--- config.mk ---
export PLATFORM = sky130hd
export DESIGN_NAME = fetch_queue_unit
export DESIGN_NICKNAME = d
export VERILOG_FILES = /design/src/rtl/fetch_queue_unit.sv
export SDC_FILE = /design/constraint.sdc
export NUM_CORES = 1
export LEC_CHECK = 0
export BUFFER_PORTS_ARGS = -buffer_cell sky130_fd_sc_hd__buf_2
export CAP_MARGIN = 20
export CORE_MARGIN = 4
export CORE_UTILIZATION = 57
export CTS_BUF_LIST = sky130_fd_sc_hd__clkbuf_4
export CTS_CLUSTER_SIZE = 30
export DETAILED_ROUTE_END_ITERATION = 8
export PLACE_DENSITY = 0.8
export SKIP_CTS_REPAIR_TIMING = 1
export SYNTH_ARGS = -nofsm -noshare
export SYNTH_HDL_FRONTEND = slang
export SYNTH_SLANG_ARGS = --single-unit
--- constraint.sdc ---
create_clock -name clk_50 -period 8.8 [get_ports clk_50]
set_clock_uncertainty 0.1 [all_clocks]
set_input_delay 0.88 -clock clk_50 [delete_from_list [all_inputs] [get_ports clk_50]]
set_output_delay 0.88 -clock clk_50 [all_outputs]
set_load 0.02 [all_outputs]
--- src/rtl/fetch_queue_unit.sv ---
`default_nettype none
// ============================================================================
//  Module   : fetch_queue_unit
//  Purpose  : Instruction-fetch front end. Owns the program counter, drives
//             the instruction-memory byte address, captures the memory's
//             registered response one cycle later, and buffers fetched
//             instructions in a small prefetch FIFO that feeds decode at up
//             to one instruction per cycle. Handles decode back-pressure and
//             branch redirects, which squash both the in-flight fetch and all
//             queued wrong-path entries.
//
//  Optional : FETCH_HALT_ON_ZERO_EN
//             When defined, a fetched all-zero word stops fetching and sets
//             HALTED. The zero word is not queued. Entries already queued
//             still drain. A redirect or reset clears HALTED.
//             When undefined, zero words are ordinary instructions and
//             HALTED is tied low.
//
//  Ports    : clk_50     in   1   system clock, rising edge
//             rst        in   1   synchronous active-high reset
//             ADDR       out  32  byte address to instruction memory
//             INST       in   32  memory data for the previous cycle's ADDR
//             BR_TAKEN   in   1   redirect request from execute
//             BR_TARGET  in   32  redirect address (bits [1:0] ignored)
//             STALL      in   1   decode cannot accept this cycle
//             INST_D     out  32  head instruction (NOP_INST when empty)
//             PC_D       out  32  PC of head instruction (0 when empty)
//             VALID_D    out  1   INST_D / PC_D valid
//             HALTED     out  1   fetch halted on a zero word
//
//  Revision : 1.0  initial release
// ============================================================================
module fetch_queue_unit #(
    parameter int          DEPTH    = 2,
    parameter logic [31:0] RESET_PC = 32'h0000_0000,
    parameter logic [31:0] NOP_INST = 32'h0000_0013
) (
    input  logic        clk_50,
    input  logic        rst,
    output logic [31:0] ADDR,
    input  logic [31:0] INST,
    input  logic        BR_TAKEN,
    input  logic [31:0] BR_TARGET,
    input  logic        STALL,
    output logic [31:0] INST_D,
    output logic [31:0] PC_D,
    output logic        VALID_D,
    output logic        HALTED
);

    localparam int PTR_W = $clog2(DEPTH);
    localparam int CNT_W = $clog2(DEPTH + 1);

    // ------------------------------------------------------------------
    // State
    // ------------------------------------------------------------------
    logic [31:0]      r_pc_f;
    logic             r_inflight;
    logic [31:0]      r_inflight_pc;
    logic [31:0]      r_fifo_pc   [DEPTH];
    logic [31:0]      r_fifo_inst [DEPTH];
    logic [PTR_W-1:0] r_rd_ptr;
    logic [PTR_W-1:0] r_wr_ptr;
    logic [CNT_W-1:0] r_count;

    // ------------------------------------------------------------------
    // Combinational control
    // ------------------------------------------------------------------
    logic             w_valid;
    logic             w_pop;
    logic             w_push;
    logic             w_push_wr;     // push that actually writes the FIFO
    logic             w_halt_block;  // suppresses new fetches
    logic             w_issue;
    logic [CNT_W:0]   w_occ;         // occupancy after this cycle's pop, incl. in-flight slot
    logic             w_unused_tgt;

    assign w_unused_tgt = ^BR_TARGET[1:0];

    assign w_valid = (r_count != '0);
    assign w_pop   = w_valid && !STALL && !BR_TAKEN;
    assign w_push  = r_inflight && !BR_TAKEN;

`ifdef FETCH_HALT_ON_ZERO_EN
    logic r_halted;
    logic w_zero;

    assign w_zero       = (INST == 32'h0000_0000);
    assign w_push_wr    = w_push && !w_zero;
    // The zero word arriving this cycle must already block the fetch that
    // would otherwise be issued alongside it, so ADDR stops on the word after
    // the zero rather than one further.
    assign w_halt_block = r_halted || (w_push && w_zero);
    assign HALTED       = r_halted;
`else
    assign w_push_wr    = w_push;
    assign w_halt_block = 1'b0;
    assign HALTED       = 1'b0;
`endif

    // Credit check: an issue is allowed only if the FIFO still has a slot
    // for its response after counting the entry already in flight and the
    // pop happening this cycle. This keeps pushes from ever landing on a
    // full FIFO.
    assign w_occ   = {1'b0, r_count}
                   + {{CNT_W{1'b0}}, r_inflight}
                   - {{CNT_W{1'b0}}, w_pop};
    assign w_issue = !rst && !BR_TAKEN && !w_halt_block
                   && (w_occ < (CNT_W+1)'(DEPTH));

    // ------------------------------------------------------------------
    // Outputs
    // ------------------------------------------------------------------
    assign ADDR    = r_pc_f;
    assign VALID_D = w_valid;
    assign INST_D  = w_valid ? r_fifo_inst[r_rd_ptr] : NOP_INST;
    assign PC_D    = w_valid ? r_fifo_pc[r_rd_ptr]   : 32'h0000_0000;

    // ------------------------------------------------------------------
    // FIFO storage (no reset needed: validity is tracked by r_count)
    // ------------------------------------------------------------------
    always_ff @(posedge clk_50) begin
        if (w_push_wr) begin
            r_fifo_pc[r_wr_ptr]   <= r_inflight_pc;
            r_fifo_inst[r_wr_ptr] <= INST;
        end
    end

    // ------------------------------------------------------------------
    // PC, in-flight tracking, pointers and count
    // ------------------------------------------------------------------
    always_ff @(posedge clk_50) begin
        if (rst) begin
            r_pc_f        <= RESET_PC;
            r_inflight    <= 1'b0;
            r_inflight_pc <= 32'h0000_0000;
            r_rd_ptr      <= '0;
            r_wr_ptr      <= '0;
            r_count       <= '0;
`ifdef FETCH_HALT_ON_ZERO_EN
            r_halted      <= 1'b0;
`endif
        end else if (BR_TAKEN) begin
            // Redirect: drop everything on the wrong path, including the
            // response arriving this cycle.
            r_pc_f        <= {BR_TARGET[31:2], 2'b00};
            r_inflight    <= 1'b0;
            r_rd_ptr      <= '0;
            r_wr_ptr      <= '0;
            r_count       <= '0;
`ifdef FETCH_HALT_ON_ZERO_EN
            r_halted      <= 1'b0;
`endif
        end else begin
            if (w_push_wr) begin
                r_wr_ptr <= r_wr_ptr + PTR_W'(1);
            end
            if (w_pop) begin
                r_rd_ptr <= r_rd_ptr + PTR_W'(1);
            end
            r_count    <= r_count + CNT_W'(w_push_wr) - CNT_W'(w_pop);
            r_inflight <= w_issue;
            if (w_issue) begin
                r_pc_f        <= r_pc_f + 32'd4;
                r_inflight_pc <= r_pc_f;
            end
`ifdef FETCH_HALT_ON_ZERO_EN
            if (w_push && w_zero) begin
                r_halted <= 1'b1;
            end
`endif
        end
    end

endmodule
`default_nettype wire

# Word level (Yosys, flattened, before mapping)
# Memory sizes are Yosys's and may differ from the RTL's. A register that Yosys moved wholly into a read port is not among the register bits.
# Index checks and enable logic that the tools add are counted.
[word_totals]
out_inout_bits = 98
ramBits = 128
mem_count = 2
regBits = 69
[mem_list]
columns = ["name", "words", "word_bits", "read_ports", "rd_ports_with_merged_regs", "write_ports", "line_no", "rtl"]
rows = [
  ["r_fifo_inst", 2, 32, 1, 1, 1, "61", "logic [31:0] r_fifo_inst [DEPTH];"],
  ["r_fifo_pc", 2, 32, 1, 1, 1, "60", "logic [31:0] r_fifo_pc [DEPTH];"],
]
[classes]
addsub = 7
magnitude_cmp = 1
n_reduce_logical = 12
n_bitwise = 1
n_mux = 10
[op_table]
columns = ["operator", "n"]
rows = [
  ["32-bit two-way mux", 4],
  ["32-bit by 3-bit adder with 32-bit output (second input constant)", 1],
  ["1-bit two-way mux", 6],
  ["1-bit logical AND", 5],
  ["2-bit nonzero test", 2],
  ["2-bit by 1-bit adder with 3-bit output", 1],
  ["1-bit zero test", 3],
  ["3-bit by 2-bit < comparator with 1-bit output (second input constant)", 1],
  ["3-bit by 1-bit subtractor with 3-bit output", 1],
  ["1-bit adder (second input constant)", 2],
  ["2-bit by 1-bit adder with 2-bit output", 1],
  ["2-bit AND reduction", 1],
  ["2-bit OR reduction", 1],
  ["2-bit by 1-bit subtractor with 2-bit output", 1],
  ["1-bit NOT", 1],
]

# Longest topological paths before layout
[logic_depth]
word_depth = 8
mapped_depth = 11
depth_no_buf = 8

# Worst setup path after synthesis
# OpenSTA, ideal clock, no wires.
[synth_path]
kind = "input to register"
startpoint = "in BR_TAKEN"
endpoint = "mem r_fifo_inst[0][0] (enable)"
path_buffers = 2
slack_ps = 2290
t_arrival_ps = 5839
path_stages = 3
t_required_ps = 8129
cell_sequence = "clkbuf_1 > clkbuf_1 > nor3b_1"
[synth_via]
elab_chain_len = 4
[synth_lines]
columns = ["element", "line_no", "rtl"]
rows = [
  ["start, declared", "42", "input logic BR_TAKEN,"],
  ["1-bit zero test", "82", "assign w_push = r_inflight && !BR_TAKEN;"],
  ["1-bit logical AND", "82", ""],
  ["1-bit two-way mux", "123", "if (w_push_wr) begin"],
  ["1-bit two-way mux (not written as such)", "125", "r_fifo_inst[r_wr_ptr] <= INST;"],
  ["end, declared", "61", ""],
]
# No other way between the ends.

# Worst setup path after layout
[layout_path]
startpoint = "in BR_TAKEN"
endpoint = "reg r_pc_f[8], in the netlist ADDR[8]"
[layout_via]
elab_chain_len = 6
word_cells_on_any_way = 8
cone_classes = "add/sub: 1; order compare: 1; mux: 1; reduce/logical: 5"
[layout_lines]
columns = ["element", "line_no", "rtl"]
rows = [
  ["1-bit zero test", "81, 108", ""],
  ["1-bit logical AND", "81", "assign w_pop = w_valid && !STALL && !BR_TAKEN;"],
  ["3-bit by 1-bit subtractor with 3-bit output", "107", "- {{CNT_W{1'b0}}, w_pop};"],
  ["3-bit by 2-bit < comparator with 1-bit output", "109", "&& (w_occ < (CNT_W+1)'(DEPTH));"],
  ["1-bit logical AND", "109", ""],
  ["2-bit nonzero test (no source line)", "n/a", ""],
  ["end signal, assigned", "146", "r_pc_f <= {BR_TARGET[31:2], 2'b00};"],
  ["end signal, assigned", "164", "r_pc_f <= r_pc_f + 32'd4;"],
  ["end, declared", "57", "logic [31:0] r_pc_f;"],
]
# Several ways; a longest one is shown, not always the timed one.
# A chain may end at the register's enable or synchronous reset.

==> run_results.csv <==
group,metric,value,unit
outcome,status,"complete, no violations",
critical_path,crit_type,"input pin to register",
clock_tree,cts_root_buf,"clkbuf_4",
final_layout,final_cell_mix,"buf_2, edfxtp_1, nand2_1",
synth,synth_top_cell_by_area,"edfxtp_1",
global_route,grt_pass1_wl,27.9,mm
power,p_seq_share,60.4,%
detailed_routing,ant_nets,0,
synth,synth_edf_count,124,
sta,rsz0062_at_grt,"false",
flow_run,drv_cap,0,
clock_tree,cts_max_level,4,
final_layout,drive_above_1_share,25.4,%
critical_path,slowest_delay,0.84,ns
die,placementRows,43,
synth,ys.warnings.count,0,
power,power_frac_clock,32.0,%
placement,dpl_cell_area,0.00884,mm²
die,start_util,58.0,%
detailed_routing,drc_errors,0,
synth,synth-seq-cells,190,
detailed_routing,viasPerCell,5.77,
global_route,antenna_found_initial,0,
critical_path,cpLargestDelayFamily,"simple AND/OR/NAND/NOR gates",
placement,dp_slack,3.75,ns
critical_path,crit_start,"BR_TAKEN",
critical_path,cp.arrival,4.86,ns
power,power_density,181,mW/mm²
detailed_routing,num_vias,5813,
power,leakage,3.36,nW
detailed_routing,dr.pass1.iters,5,
sta,max_slew.worst_pin.slew,1.07,ns
sta,post-route-min-period,4.48,ns
placement,place_hpwl,11.2,mm
critical_path,critPathCaptureType,"register",
critical_path,cp_cell_sequence,"buf_2 > nor4b_1 > o21ai_0 > fa_1 > xnor2_4 > nand3_2 > inv_2 > nand4_1 > a31oi_1",
clock_tree,clock_sinks,190,
synth,synth_ff_type,"edfxtp_1",
final_layout,area_growth,14.1,%
clock_tree,cts_buffer_depth,2,
die,die_h,127,µm
hold_path,min-delay-start,"r_inflight_pc[11]",
sta,timing.final.crit_share,50.9,%
hold_path,worstHoldPathType,"register to register",
power,internal_power,1.28,mW
synth,yosys.cell_types.count,55,
final_layout,n_fill_cell,1094,
final_layout,finalInstanceArea,0.00918,mm²
final_layout,layout.nets,885,
critical_path,path_buf_inv,2,
detailed_routing,wl_per_cell,16.9,µm
critical_path,rr_worst_depth,8,
die,die_x,127,µm
global_route,overflow,0,
power,p_sw_share,23.1,%
synth,syn_avg_cell_area,11.9,µm²
critical_path,critPathMaxFanout,46,
synth,netlist_area,0.00805,mm²
synth,synth-async-reset-ratio,0,%
sta,slew_headroom,28.8,%
hold_path,hold_depth,0,
placement,gp_congestion,0.843,
sta,drv_slew,0,
clock_tree,clk_pin_slew_worst_paths,0.14,ns
critical_path,cp.required,9.18,ns
clock_tree,clk_latency,0.56,ns
power,p_sw,383,µW
placement,port_buffers,158,
critical_path,path_depth,9,
sta,setup_tns,0,ns
sta,setup_viol,0,
power,power_frac_comb,7.6,%
sta,worst_slack,4.32,ns
synth,syn_inst,677,
detailed_routing,wirelength,17.0,mm
sta,finalHoldViolCount,0,
synth,synth.area.top_cells,"edfxtp_1, dfxtp_1, mux2i_1",
final_layout,diodes,0,
power,max-vdd-ir-drop,84.6,µV
power,power,1.66,mW
clock_tree,cts_buffers,17,
critical_path,slowest_stage,"inv_2",
final_layout,layout_commonest_cell,"buf_2",
die,pin_count,166,
synth,post-synth-top-area-fraction,46.3,%
detailed_routing,drt_iter0_drc,489,
global_route,grt_max_degree,70,
clock_tree,cts_tree,"built",
critical_path,startpoint_type,"input pin",
sta,fmax,223,MHz
synth,synth.yosys.seq_area_share,62.7,%
critical_path,reg2reg_from,"r_count[1]",
global_route,grt_pass1_vias,5624,
global_route,grt_usage,21.4,%
die,die-area,0.0161,mm²
die,core,0.0139,mm²
==> state kept, by name (all words and copies together) (netlist names), named ones only <==
signal / count
r_rd_ptr: 1
ADDR: 30
r_wr_ptr: 1
r_count: 2
r_fifo_pc: 60
r_inflight: 1
r_inflight_pc: 30
r_fifo_inst: 64
==> through the flow <==
stage          instances  utilization, %  hold slack, ns
3_3_place_gp         975            63.7           0.332
5_1_grt             1007            66.2           0.337
6_report            1007            66.2           0.359
3_5_place_dp         975            63.7           0.336
4_1_cts             1007            66.2           0.358
2_1_floorplan        681               -           0.325
==> final cells by class <==
cell class                 count  area, µm²  share of cell area [%]
sequential                   190       5050                    55.0
multi-input combinational    432       2700                    29.4
timing repair buffer         163        828                    9.02
tap                          180        225                    2.45
clock inverter                13        196                    2.14
clock buffer                  19        143                    1.55
inverter                      10       37.5                   0.409
==> power by group through the flow <==
stage	combinational (mW)	sequential, mW	clock, mW
2_1_floorplan	0.0738	1.02	0
3_3_place_gp	0.122	1.02	0
3_5_place_dp	0.126	1.02	0
4_1_cts	0.126	1.00	0.541
5_1_grt	0.139	1.01	0.580
6_report	0.126	1.00	0.531
==> logic make-up after synthesis <==
family	Yosys count	synth area share, %
compound gates	97	8.10
xor+xnor	10	1.32
fa+ha+maj	3	0.559
buf+inv	59	4.10
flops	190	62.7
mux	62	7.71
other cells	1	0.0466
simple gates	255	15.5
==> path summary, 6_finish.rpt <==
| check | to | slack [ns] |
|---|---|---|
| hold / removal | r_fifo_pc[0][11] | 0.36 |
| hold reg to reg | r_fifo_pc[0][11] | 0.36 |
| setup reg to reg | ADDR[8] | 4.37 |
| setup / recovery | ADDR[8] | 4.32 |
==> synthesized netlist by cell type, types with 10 or more instances <==
| library cell | count |
|---|---|
| a21oi_1 | 37 |
| a311oi_1 | 10 |
| buf_1 | 10 |
| clkbuf_1 | 23 |
| dfxtp_1 | 66 |
| edfxtp_1 | 124 |
| mux2i_1 | 62 |
| nand2_1 | 82 |
| nand3_1 | 12 |
| nand4_1 | 15 |
| nor2_1 | 82 |
| o211ai_1 | 10 |
| or4_1 | 15 |
==> routing by layer <==
layer	share of wire (%)	wire length, µm	up-vias	GRT usage, %
li1	-	-	2759	-
met1	43	7300	2739	30.0
met2	47	8040	297	33.7
met3	8.8	1490	18	5.14
met4	1.2	209	0	5.80
met5	0	0	-	0
==> worst register-to-register path, delay by kind of cell, from the launching register on <==
| family | cells | cell delay (ns) |
|---|---|---|
| AOI/OAI and AO/OA | 2 | 0.40 |
| adders and majority gates | 1 | 0.51 |
| DFF | 1 | 0.65 |
| and+or+nand+nor | 3 | 1.49 |
| xor gates and xnor gates | 1 | 0.37 |
| buffers and inverters | 1 | 0.85 |
No activity file was read; power rests on OpenSTA's default activity.
